`config.mk`:
```
export PLATFORM = sky130hd
export DESIGN_NAME = fetch_pc_unit
export DESIGN_NICKNAME = d
export VERILOG_FILES = /design/src/rtl/fetch_pc_pkg.sv /design/src/rtl/fetch_pc_unit_next_pc_sel.sv /design/src/rtl/fetch_pc_unit.sv
export SDC_FILE = /design/constraint.sdc
export NUM_CORES = 1
export LEC_CHECK = 0
export BUFFER_PORTS_ARGS = -buffer_cell sky130_fd_sc_hd__buf_2
export CAP_MARGIN = 20
export CORE_MARGIN = 2
export CORE_UTILIZATION = 49
export DETAILED_ROUTE_END_ITERATION = 10
export GPL_TIMING_DRIVEN = 1
export PLACE_DENSITY = 0.82
export SYNTH_ARGS = -nofsm -noshare
export SYNTH_HDL_FRONTEND = slang
export SYNTH_HIERARCHICAL = 1
export SYNTH_SLANG_ARGS = --single-unit
```
`constraint.sdc`:
```
create_clock -name clk -period 3.1 [get_ports clk]
set_input_delay 0.62 -clock clk [delete_from_list [all_inputs] [get_ports clk]]
set_output_delay 0.62 -clock clk [all_outputs]
set_load 0.1 [all_outputs]
```
`src/rtl/fetch_pc_pkg.sv`:
```
// Shared processor definitions for the fetch stage: PC select encodings,
// fetch FSM states and the default reset/trap vectors.
package fetch_pc_pkg;

  typedef enum logic [1:0] {
    PC_SEQ     = 2'b00,
    PC_JALR    = 2'b01,
    PC_BRANCH  = 2'b10,
    PC_SEQ_ALT = 2'b11
  } pc_sel_e;

  typedef enum logic [1:0] {
    ST_BOOT = 2'b00,
    ST_RUN  = 2'b01,
    ST_TRAP = 2'b10
  } fetch_state_e;

  localparam logic [31:0] DEF_RESET_PC = 32'h0000_0000;
  localparam logic [31:0] DEF_TRAP_VEC = 32'h0000_0100;

  function automatic logic is_misaligned(input logic [31:0] addr);
    return (addr[1:0] != 2'b00);
  endfunction

endpackage

```
`src/rtl/fetch_pc_unit_next_pc_sel.sv`:
```
// Combinational redirect decode: picks the control-transfer target and
// flags targets that are not word aligned.
module next_pc_sel
  import fetch_pc_pkg::*;
(
  input  logic [1:0]  i_pc_selection,
  input  logic        i_redirect_valid,
  input  logic [31:0] i_branch_target,
  input  logic [31:0] i_alu_result,
  output logic        o_redirect,
  output logic [31:0] o_target,
  output logic        o_misalign
);

  // Decode the select field into a redirect request and its target
  always_comb begin
    o_redirect = 1'b0;
    o_target   = i_branch_target;
    case (i_pc_selection)
      PC_JALR: begin
        o_redirect = i_redirect_valid;
        o_target   = i_alu_result & ~32'h0000_0001;
      end
      PC_BRANCH: begin
        o_redirect = i_redirect_valid;
        o_target   = i_branch_target;
      end
      default: begin
        o_redirect = 1'b0;
        o_target   = i_branch_target;
      end
    endcase
  end

  assign o_misalign = o_redirect & is_misaligned(o_target);

endmodule

```
`src/rtl/fetch_pc_unit.sv`:
```
// Fetch PC sequencer: holds the PC, issues instruction fetch requests and
// applies branch/jump redirects, trapping on misaligned targets.
module fetch_pc_unit
  import fetch_pc_pkg::*;
#(
  parameter logic [31:0] RESET_PC = DEF_RESET_PC,
  parameter logic [31:0] TRAP_VEC = DEF_TRAP_VEC
) (
  input  logic        clk,
  input  logic        rst_n,
  input  logic [1:0]  pc_selection,
  input  logic        redirect_valid,
  input  logic [31:0] branch_target,
  input  logic [31:0] alu_result,
  input  logic        stall,
  output logic        imem_req,
  output logic [31:0] imem_addr,
  input  logic        imem_ack,
  output logic [31:0] pc_out,
  output logic [31:0] pc_plus4,
  output logic        flush,
  output logic        misalign_trap,
  output logic [31:0] fetch_count
);

  fetch_state_e r_state;
  logic [31:0]  r_pc;
  logic [31:0]  r_fetch_count;
  logic         r_imem_req;
  logic         r_flush;
  logic         r_misalign_trap;

  logic         w_redirect;
  logic         w_misalign;
  logic [31:0]  w_target;
  logic         w_fetch_done;

  next_pc_sel u_next_pc_sel (
    .i_pc_selection   (pc_selection),
    .i_redirect_valid (redirect_valid),
    .i_branch_target  (branch_target),
    .i_alu_result     (alu_result),
    .o_redirect       (w_redirect),
    .o_target         (w_target),
    .o_misalign       (w_misalign)
  );

  // A redirect in the same cycle wins, so that fetch is discarded, not counted
  assign w_fetch_done = (r_state == ST_RUN) & r_imem_req & imem_ack & ~stall & ~w_redirect;

  // Fetch FSM with PC and registered request/flush/trap outputs
  always_ff @(posedge clk or negedge rst_n) begin
    if (!rst_n) begin
      r_state         <= ST_BOOT;
      r_pc            <= RESET_PC;
      r_imem_req      <= 1'b0;
      r_flush         <= 1'b0;
      r_misalign_trap <= 1'b0;
    end else begin
      r_flush         <= 1'b0;
      r_misalign_trap <= 1'b0;
      case (r_state)
        ST_BOOT: begin
          r_state    <= ST_RUN;
          r_imem_req <= 1'b1;
        end
        ST_RUN: begin
          if (w_redirect && w_misalign) begin
            r_state         <= ST_TRAP;
            r_pc            <= TRAP_VEC;
            r_imem_req      <= 1'b0;
            r_flush         <= 1'b1;
            r_misalign_trap <= 1'b1;
          end else if (w_redirect) begin
            r_pc    <= w_target;
            r_flush <= 1'b1;
          end else if (w_fetch_done) begin
            r_pc <= r_pc + 32'd4;
          end else begin
            r_pc <= r_pc;
          end
        end
        ST_TRAP: begin
          r_state    <= ST_RUN;
          r_imem_req <= 1'b1;
        end
        default: begin
          r_state    <= ST_BOOT;
          r_pc       <= RESET_PC;
          r_imem_req <= 1'b0;
        end
      endcase
    end
  end

  // Completed-fetch counter, free-running modulo 2^32
  always_ff @(posedge clk or negedge rst_n) begin
    if (!rst_n) begin
      r_fetch_count <= 32'd0;
    end else begin
      r_fetch_count <= r_fetch_count + {31'd0, w_fetch_done};
    end
  end

  assign imem_req      = r_imem_req;
  assign imem_addr     = r_pc;
  assign pc_out        = r_pc;
  assign pc_plus4      = r_pc + 32'd4;
  assign flush         = r_flush;
  assign misalign_trap = r_misalign_trap;
  assign fetch_count   = r_fetch_count;

endmodule

```
Yosys cells after proc, flatten, opt, wreduce, memory -nomap -nowiden
Index checks and enable logic that the tools add are counted.
{ "op_classes": {"addsub": 2, "eq_ne": 6, "muxes": 15, "bitwise": 8, "reduce_logical": 6} }
{ "ops": {"columns": ["op", "count"], "rows": [
  ["$mux 32", 4],
  ["$pmux 32 s2", 1],
  ["$add 32x1->32", 1],
  ["$add 32x3->32 const B", 1],
  ["$mux 1", 7],
  ["$and 1x1->1", 5],
  ["$eq 2x1->1 const B", 2],
  ["$eq 2x2->1 const B", 2],
  ["$ne 4x2->1 const B", 1],
  ["$pmux 2 s2", 1],
  ["$reduce_or 2->1", 2],
  ["$not 1->1", 3],
  ["$logic_not 2->1", 1],
  ["$mux 2", 1],
  ["$ne 2x1->1 const B", 1],
  ["$pmux 1 s2", 1],
  ["$reduce_and 2->1", 1],
  ["$reduce_bool 2->1", 1],
  ["$logic_and 1x1->1", 1]
]} }
{ "word_totals": {"register_bits": 69, "inputBits": 71, "out_inout_bits": 131, "wordCells": 43} }

Depth between registers and ports, before layout
{ "logic_depth": {"depth_word": 9, "mapped_depth": 13, "depth_no_buf": 13} }

Cells and area by module
The synthesis kept the hierarchy.
{ "modules_own_cells": {"columns": ["mod", "instances", "cells_each", "area_each_um2", "seq_area_each_um2"], "rows": [
  ["fetch_pc_unit", 1, 451, 4234.1, 1726.7],
  ["next_pc_sel", 1, 41, 576.8, 0.0]
]} }

Worst setup path before layout
No wires, ideal clock.
{ "synth_path": {"kind": "register -> output", "from": "register r_pc[2] (netlist: imem_addr[2])", "to": "output port pc_plus4[26]", "arrival_time_ns": 3.829, "required_ns": 2.480, "slack_ns": -1.349, "path_stages_with_launch": 7, "n_path_buf": 1, "cell_sequence": "dfrtp_1 -> ha_1 -> nand4_1 -> nor2_1 -> buf_2 -> nand4_1 -> xnor2_1"} }
{ "synth_between": {"elab_chain_len": 1} }
{ "synth_rtl": {"columns": ["item", "line_no", "text"], "rows": [
  ["from (decl)", "fetch_pc_unit.sv:27", "logic [31:0] r_pc;"],
  ["from (signal assigned)", "fetch_pc_unit.sv:75", "r_pc <= w_target;"],
  ["from (signal assigned)", "fetch_pc_unit.sv:78", "r_pc <= r_pc + 32'd4;"],
  ["from (signal assigned)", "fetch_pc_unit.sv:80", "r_pc <= r_pc;"],
  ["$add 32x3->32", "fetch_pc_unit.sv:108", "assign pc_plus4 = r_pc + 32'd4;"],
  ["to (decl)", "fetch_pc_unit.sv:20", "output logic [31:0] pc_plus4,"]
]} }
No other way between the ends.

Worst setup path after layout
{ "layout_path": {"from": "register r_pc[2] (netlist: imem_addr[2])", "to": "output port pc_plus4[28]"} }
Same word-level chain as after synthesis.

==> metrics.cfg <==
[detailed_routing]
drc = 0
drt-total-wl_mm = 13.54
dr.first_iter.drc_count = 196
routed_via_density = 5.605
wl_per_cell_um = 16.80
ant_nets = 0
dr.pass1.iters = 5
vias = 4518

[synth]
ys_seq_area_share_pct = 35.89
synth_area_leaders = dfrtp_1, mux2_4, xnor2_1
synth_most_common_cell = dfrtp_1
synth_edf_count = 0
syn-num-nets = 567
synth_top_area_share_pct = 35.89
avgSynthCellArea_um2 = 9.778
synth_ff_type = dfrtp_1
synth_cell_type_count = 54
synthCells = 492
async_flop_share_pct = 100.0
ys_seq_elements = 69
yosysTopAreaCell = dfrtp_1
syn_area_mm2 = 0.004811
yosysWarnings = 6
yosys-top-cells-count = dfrtp_1, xnor2_1, nand3_1

[worst_setup_path]
r2r-end = fetch_count[29]
path_max_fanout = 9
cp-endpoint = pc_plus4[28]
reg2reg_setup_slack_ps = 560
worstPathRequired_ps = 2480
cp-start-kind = flop
critPathCaptureType = output pin
cp-startpoint = imem_addr[2]
critPathArrivalTime_ps = 2340
critical_path_class = reg -> out
rr_worst_depth = 10
rr_startpoint = r_state[0]

[global_route]
antenna_found_initial = 0
grt_max_degree = 44
grt_pass1_vias = 4246
gr-total-overflow = 0
grt_pass1_wl_mm = 20.98
grt_usage_pct = 25.58

[die]
io_pins = 202
die-width_um = 103.1
start_util_pct = 49.91
die_h_um = 103.1
core.rowCount = 36
core_area_mm2 = 0.009639
die-area_mm2 = 0.01063

[flow_run]
maxCapViolations = 0

[clock_network]
clock_latency_ps = 340
tritoncts.num_buffers = 9
holdBufCountCts = 0
clock-sinks = 69
cts_htree_levels = 3
clk_pin_slew_ps = 70
root_buffer = clkbuf_8
cts_tree = yes
clock_path_buffers = 2

[timing]
rsz0062_at_grt = no
hold_ws_ps = 290.2
tightestPinTransition_ps = 638.1
post-route-period-util_pct = 95.59
finalSetupViolations = 0
finalHoldViolations = 0
slew_viol_final = 0
skew_ps = 6.082
relSlewSlack_pct = 57.46
fmax_ghz = 0.3374
period_minus_slack_ps = 2963

[finish]
areaGrowthSynthToFinish_pct = 36.64
final_core_util_pct = 68.20
antenna_cells = 0
seq_area_mm2 = 0.001763
multi_input_comb_area_mm2 = 0.003007
drive_gt1_share_pct = 50.82
fin_nets = 743
n_fill_cell = 756

[outcome]
status = finished, final reports clean

[hold_path]
hold_class = in -> async

[placement]
port_buffers = 200
place_congestion = 0.8514
hpwl_mm = 10.40

[timing repair]
| action | CTS | global route |
|---|---|---|
| pin swaps | 1 | 0 |
| setup endpoints to repair | 7 | 6 |
| resized for setup | 2 | 1 |
| setup buffers | 3 | 1 |
[area by class of cell]
type	count	area share [%]
Sequential cell	69	26.82
Clock inverter	5	0.7994
Timing Repair Buffer	223	21.32
Multi-Input combinational cell	351	45.74
Tap cell	133	2.531
Clock buffer	11	1.998
Inverter	14	0.7994
[routing by layer]
| layer | GRT usage [%] | up-vias | wire length (um) |
|---|---|---|---|
| met1 | 33.23 | 2165 | 5505 |
| met5 | 0 | - | 0 |
| met4 | 9.008 | 0 | 209 |
| met2 | 43.31 | 235 | 6834 |
| li1 | - | 2096 | - |
| met3 | 4.136 | 22 | 994 |
[cells by family after synthesis]
kind of cell | share of synthesized area, %
AND/OR/NAND/NOR | 21.79
AO/OA/AOI/OAI | 10.53
buffers and inverters | 10.25
flip-flops | 35.89
XOR/XNOR | 10.56
multiplexers | 9.935
adder cells (fa/ha/maj) | 1.040
[state kept, by name, indices dropped and copies added, names as in the netlist]
register       cells
misalign_trap      1
imem_addr         32
flush              1
imem_req           1
r_state            2
fetch_count       32
[cell usage in the layout, fill, tap and decap left out, drive strengths merged, types with 6 or more instances in the layout]
cell and n:
buf 222, dfrtp 69, nand3 43, xnor2 43, nand2 38, mux2 31, nor2 28, o21ai 24
nand4 17, xor2 15, inv 14, o311ai 13, a22oi 12, clkbuf 12, and3 10, a21oi 7
nor3 7, and4 6, nor4 6
[worst min-delay path by stage]
stage,start,to
floorplan,rst_n,fetch_count[0]
global placement,fetch_count[31],fetch_count[31]
detailed placement,fetch_count[31],fetch_count[31]
CTS,rst_n,fetch_count[8]
global route,rst_n,fetch_count[7]
finish,rst_n,fetch_count[11]
[stage by stage]
step / area, um2 / std cells / setup TNS (ps) / setup slack [ps]
after detailed placement: 6352 / 786 / 0 / 110.0
after CTS: 6564 / 805 / 0 / 62.31
after floorplan: 5241 / 492 / -396.0 / -112.8
final: 6574 / 806 / 0 / 136.6
after global routing: 6574 / 806 / 0 / 29.34
after global placement: 6352 / 786 / 0 / 194.1
[critical path, stage by stage, from the launching register on]
cell	delay (ps)
dfrtp_4	500
ha_4	190
nand4_1	100
buf_4	180
nor2_2	100
buf_4	180
nand4_1	270
xnor2_4	280
buf_12	200
Power is left out: the tool's default activity adds up to more than one toggle a clock period on the data nets, which glitch-free logic cannot reach.
